**src/rtl/wisc_pkg.sv**
```systemverilog
// Shared WISC-F23 definitions: opcodes, branch condition codes and datapath width.
package wisc_pkg;

    localparam int WISC_DATA_W = 16;

    localparam logic [3:0] OPC_ADD    = 4'b0000;
    localparam logic [3:0] OPC_SUB    = 4'b0001;
    localparam logic [3:0] OPC_XOR    = 4'b0010;
    localparam logic [3:0] OPC_RED    = 4'b0011;
    localparam logic [3:0] OPC_SLL    = 4'b0100;
    localparam logic [3:0] OPC_SRA    = 4'b0101;
    localparam logic [3:0] OPC_ROR    = 4'b0110;
    localparam logic [3:0] OPC_PADDSB = 4'b0111;
    localparam logic [3:0] OPC_LW     = 4'b1000;
    localparam logic [3:0] OPC_SW     = 4'b1001;
    localparam logic [3:0] OPC_LLB    = 4'b1010;
    localparam logic [3:0] OPC_LHB    = 4'b1011;
    localparam logic [3:0] OPC_B      = 4'b1100;
    localparam logic [3:0] OPC_BR     = 4'b1101;
    localparam logic [3:0] OPC_PCS    = 4'b1110;
    localparam logic [3:0] OPC_HLT    = 4'b1111;

    localparam logic [2:0] CC_NE  = 3'b000;
    localparam logic [2:0] CC_EQ  = 3'b001;
    localparam logic [2:0] CC_GT  = 3'b010;
    localparam logic [2:0] CC_LT  = 3'b011;
    localparam logic [2:0] CC_GTE = 3'b100;
    localparam logic [2:0] CC_LTE = 3'b101;
    localparam logic [2:0] CC_OV  = 3'b110;
    localparam logic [2:0] CC_UNC = 3'b111;

endpackage

```
**src/rtl/flag_reg.sv**
```systemverilog
// Three-bit flag register with per-bit load enable and async active-high clear.
module flag_reg (
    input  logic       clk,
    input  logic       rst,
    input  logic [2:0] d,
    input  logic [2:0] en,
    output logic [2:0] q
);

    logic [2:0] r_q;

    always_ff @(posedge clk or posedge rst) begin
        if (rst) begin
            r_q <= 3'b000;
        end else begin
            for (int i = 0; i < 3; i++) begin
                if (en[i]) r_q[i] <= d[i];
            end
        end
    end

    assign q = r_q;

endmodule

```
**src/rtl/flag_branch_unit.sv**
```systemverilog
// Latches Z/V/N from committed ALU results and resolves B/BR conditions against the held flags.
module flag_branch_unit
    import wisc_pkg::*;
#(
    parameter int DATA_W = WISC_DATA_W,
    parameter int OPC_W  = 4
) (
    input  logic              clk,
    input  logic              rst,
    input  logic [DATA_W-1:0] alu_out,
    input  logic              alu_ovfl,
    input  logic [OPC_W-1:0]  opcode,
    input  logic [2:0]        ccc,
    input  logic              instr_valid,
    output logic              branch_taken,
    output logic              flag_z,
    output logic              flag_v,
    output logic              flag_n
);

    logic       w_upd_all;
    logic       w_upd_z;
    logic       w_is_branch;
    logic       w_cond;
    logic [2:0] w_flag_d;
    logic [2:0] w_flag_en;
    logic [2:0] w_flag_q;

    always_comb begin
        w_upd_all   = 1'b0;
        w_upd_z     = 1'b0;
        w_is_branch = 1'b0;
        case (opcode)
            OPC_W'(OPC_ADD), OPC_W'(OPC_SUB):                   w_upd_all   = 1'b1;
            OPC_W'(OPC_XOR), OPC_W'(OPC_SLL),
            OPC_W'(OPC_SRA), OPC_W'(OPC_ROR):                   w_upd_z     = 1'b1;
            OPC_W'(OPC_B), OPC_W'(OPC_BR):                      w_is_branch = 1'b1;
            default: ;
        endcase
    end

    // Bit order {Z, V, N}
    assign w_flag_d  = {(alu_out == '0), alu_ovfl, alu_out[DATA_W-1]};
    assign w_flag_en = {instr_valid & (w_upd_all | w_upd_z),
                        instr_valid & w_upd_all,
                        instr_valid & w_upd_all};

    flag_reg u_flag_reg (
        .clk (clk),
        .rst (rst),
        .d   (w_flag_d),
        .en  (w_flag_en),
        .q   (w_flag_q)
    );

    assign flag_z = w_flag_q[2];
    assign flag_v = w_flag_q[1];
    assign flag_n = w_flag_q[0];

    always_comb begin
        w_cond = 1'b0;
        case (ccc)
            CC_NE:  w_cond = ~flag_z;
            CC_EQ:  w_cond = flag_z;
            CC_GT:  w_cond = ~flag_z & ~flag_n;
            CC_LT:  w_cond = flag_n;
            CC_GTE: w_cond = flag_z | ~flag_n;
            CC_LTE: w_cond = flag_n | flag_z;
            CC_OV:  w_cond = flag_v;
            CC_UNC: w_cond = 1'b1;
            default: w_cond = 1'b0;
        endcase
    end

    // Flags read here are pre-edge values; branches never load flags.
    assign branch_taken = w_is_branch & w_cond;

endmodule

```
**config.mk**
```make
export PLATFORM = sky130hd
export DESIGN_NAME = flag_branch_unit
export DESIGN_NICKNAME = d
export VERILOG_FILES = /design/src/rtl/wisc_pkg.sv /design/src/rtl/flag_reg.sv /design/src/rtl/flag_branch_unit.sv
export SDC_FILE = /design/constraint.sdc
export NUM_CORES = 1
export LEC_CHECK = 0
export CAP_MARGIN = 40
export CORE_AREA = 2 2 39 41
export CTS_CLUSTER_DIAMETER = 150
export DETAILED_ROUTE_END_ITERATION = 12
export DIE_AREA = 0 0 41 43
export GPL_TIMING_DRIVEN = 0
export PLACE_DENSITY_LB_ADDON = 0.15
export SETUP_SLACK_MARGIN = 0.5
export SLEW_MARGIN = 20
export SYNTH_ARGS = -nofsm -noshare
export SYNTH_HDL_FRONTEND = slang
export SYNTH_SLANG_ARGS = --single-unit
```
**constraint.sdc**
```tcl
create_clock -name clk -period 1.8 [get_ports clk]
set_clock_uncertainty 0.05 [all_clocks]
set_input_delay 0.45 -clock clk [delete_from_list [all_inputs] [get_ports clk]]
set_output_delay 0.45 -clock clk [all_outputs]
set_load 0.03 [all_outputs]
```
==> impl_metrics.ini <==
[run_status]
status = finished, violations left
violations = setup timing

[drt]
dr_total_vias = 367
drt_drc_violations_left = 0
viasPerCell = 4.53
ant_nets = 0
routed_wl_um = 921
first_iter_violations = 1
wl_per_cell_um = 11.4
drt_pass1_iterations = 2

[sta]
setup_ws_ns = -0.108
worst_slew_pin_slew_ns = 0.266
setup_viol = 1
holdWs_ns = 0.340
post-route-period-util_pct = 106
relSlewSlack_pct = 82.3
final.min_clock_period_ns = 1.91
drv_slew = 0
fmax_mhz = 524
rsz0062_at_grt = yes
finalHoldViolations = 0

[critical_path]
critPathKind = flop to primary output
worstPathMaxFanout = 2
start_kind = flop
crit_path_end_kind = primary output
cp.arrival_ns = 1.41
required_ns = 1.30

[synth]
synth_ff_type = dfrtp_1
postSynth.asyncResetShare_pct = 100
synth_edf_count = 0
ys_seq_area_share_pct = 31.1
yosysTopAreaCellShare_pct = 31.1
syn-cell-area_um2 = 241
syn_nets = 54
yosysMostFrequentCell = nor4_1
synth_warnings = 0
synthTopCellsByArea = dfrtp_1 31%, nor4_1 10%, mux2_2 9.3%
synthDistinctLibCells = 18
netlist_instances = 27
synth_top_cells_by_count = 4 x nor4_1, 3 x dfrtp_1
yosysTopAreaCell = dfrtp_1
ys_seq_elements = 3
avgSynthCellArea_um2 = 8.94

[global_routing]
grt_util_met2_pct = 22.8
grt.busiest_layer = met2
grt.met3_usage_pct = 3.14
grt_usage_pct = 12.6
grt_antenna_before_repair = 0
grt_start_max_net_pins = 6
grt_overflow = 0
grt_pass1_wl_mm = 1.49
grtUsageMet1_pct = 12.0
grt_pass1_vias = 402

[cells_and_area]
area_growth_pct = 205
num_antenna_cells = 0
drive_gt1_share_pct = 47.7
largest_reg_flops = 3
nNetsFinal = 93
multi_input_area_um2 = 269
regArea_um2 = 77.6
fillers = 144

[power]
powerDensity_mw_per_mm2 = 538
p_leak_nw = 0.318
intPower_mw = 0.279
switchingPower_mw = 0.116
vdd_drop_max_v = 0.000273
clockPowerShare_pct = 29.9
seq_power_share_pct = 22.1
p_total_mw = 0.396
power_switching_share_pct = 29.4
combPwrFrac_pct = 48.0

[clocking]
tritoncts = done
cts_buffer_depth = 2
clock_sinks = 3
cts_hold_buf = 0
htree_levels = 1
clkTransAtPathRegs_ns = 0.04
cts-root-buf = clkbuf_4
cts_made_buffers = 3
insertion_delay_ns = 0.23

[die]
row_count = 14
ios = 31
initial_core_util_pct = 17.5
dieWidth_um = 41
die_height_um = 43
dieArea_mm2 = 0.00176
core_mm2 = 0.00138

[place]
port-buffer-count = 30
gp_congestion = 0.603
dp_slack_ns = -0.978
dp.final_hpwl_um = 663

[worst_hold_path]
min_path_type = input port to async pin

[run]
cap_violations = 0
## power by group through the flow
stage	combinational [mW]	clock [mW]	sequential (mW)
floorplan	0.0362	0	0.108
global placement	0.141	0	0.0895
detailed placement	0.142	0	0.0894
CTS	0.179	0.121	0.0873
global route	0.202	0.129	0.0888
finish	0.190	0.118	0.0873
## worst max-delay path, cell delays in order, from the launching register on
cell and delay (ns):
dfrtp_2 0.41, maj3_2 0.32, nor3b_4 0.21, a2111oi_4 0.08, buf_6 0.15
## cell type report
| type | count | area share [%] |
|---|---|---|
| repair buffers | 34 | 45.6 |
| multi-input cells | 22 | 36.6 |
| flip-flops and latches | 3 | 10.5 |
| clock buffers | 4 | 3.57 |
| well taps | 16 | 2.72 |
| inverters | 2 | 1.02 |
## through the flow
stage | utilization (%) | cells | setup TNS, ns | instance area, um^2
floorplan | - | 27 | 0 | 272
global placement | 42.8 | 73 | -0.994 | 592
detailed placement | 42.8 | 73 | -0.978 | 592
CTS | 51.0 | 81 | -0.164 | 706
global route | 53.2 | 81 | -0.160 | 736
finish | 53.2 | 81 | -0.108 | 736
## cell families after synthesis
kind of cell | Yosys count | synth area share, %
simple gates | 14 | 37.3
compound gates | 4 | 10.9
mux | 3 | 13.5
flops | 3 | 31.1
buf+inv | 2 | 3.11
fa+ha+maj | 1 | 4.15
## final timing paths
| check | from | to | slack (ns) | depth (start not counted) |
|---|---|---|---|---|
| min reg2reg | u_flag_reg.q[1]$_DFFE_PP0P_ | u_flag_reg.q[1]$_DFFE_PP0P_ | 0.47 | 1 |
| min | rst | u_flag_reg.q[0]$_DFFE_PP0P_ | 0.34 | 2 |
| min in group clk | u_flag_reg.q[1]$_DFFE_PP0P_ | u_flag_reg.q[1]$_DFFE_PP0P_ | 0.47 | 1 |
| max reg2reg | u_flag_reg.q[0]$_DFFE_PP0P_ | u_flag_reg.q[0]$_DFFE_PP0P_ | 0.82 | 2 |
| max in group asynchronous | rst | u_flag_reg.q[2]$_DFFE_PP0P_ | 1.22 | 2 |
| max | u_flag_reg.q[0]$_DFFE_PP0P_ | branch_taken | -0.11 | 4 |
## metal layers
metal  vias to the layer above  routed length [um]
met3                         0                  67
met1                       168                 329
met4                         0                   0
li1                        183                   -
met2                        16                 524
met5                         -                   0
## repair_timing
| item | in CTS | in global routing |
|---|---|---|
| resized for setup | 60 | 12 |
| setup buffers | 4 | 0 |
| setup endpoints to repair | 7 | 6 |
| pin swaps | 12 | 6 |
## placed cells by master, fill, tap and decap left out
master           count
clkdlybuf4s50_1     10
dlygate4sd2_1        9
nor4_2               4
buf_4                4
clkbuf_4             3
dlymetal6s2s_1       3
buf_6                3
mux2_4               2
inv_1                2
nand3b_1             2
nor3b_4              2
dfrtp_2              2
nand2b_4             1
nor3_4               1
nand4_1              1
a21oi_1              1
mux2i_1              1
nor2b_4              1
nor2_1               1
maj3_2               1
or2b_1               1
o21ai_2              1
a31oi_2              1
a2111oi_4            1
clkbuf_1             1
buf_2                1
clkdlybuf4s15_1      1
clkbuf_2             1
buf_8                1
buf_12               1
dfrtp_1              1
Power figures use the tool's default switching activity.
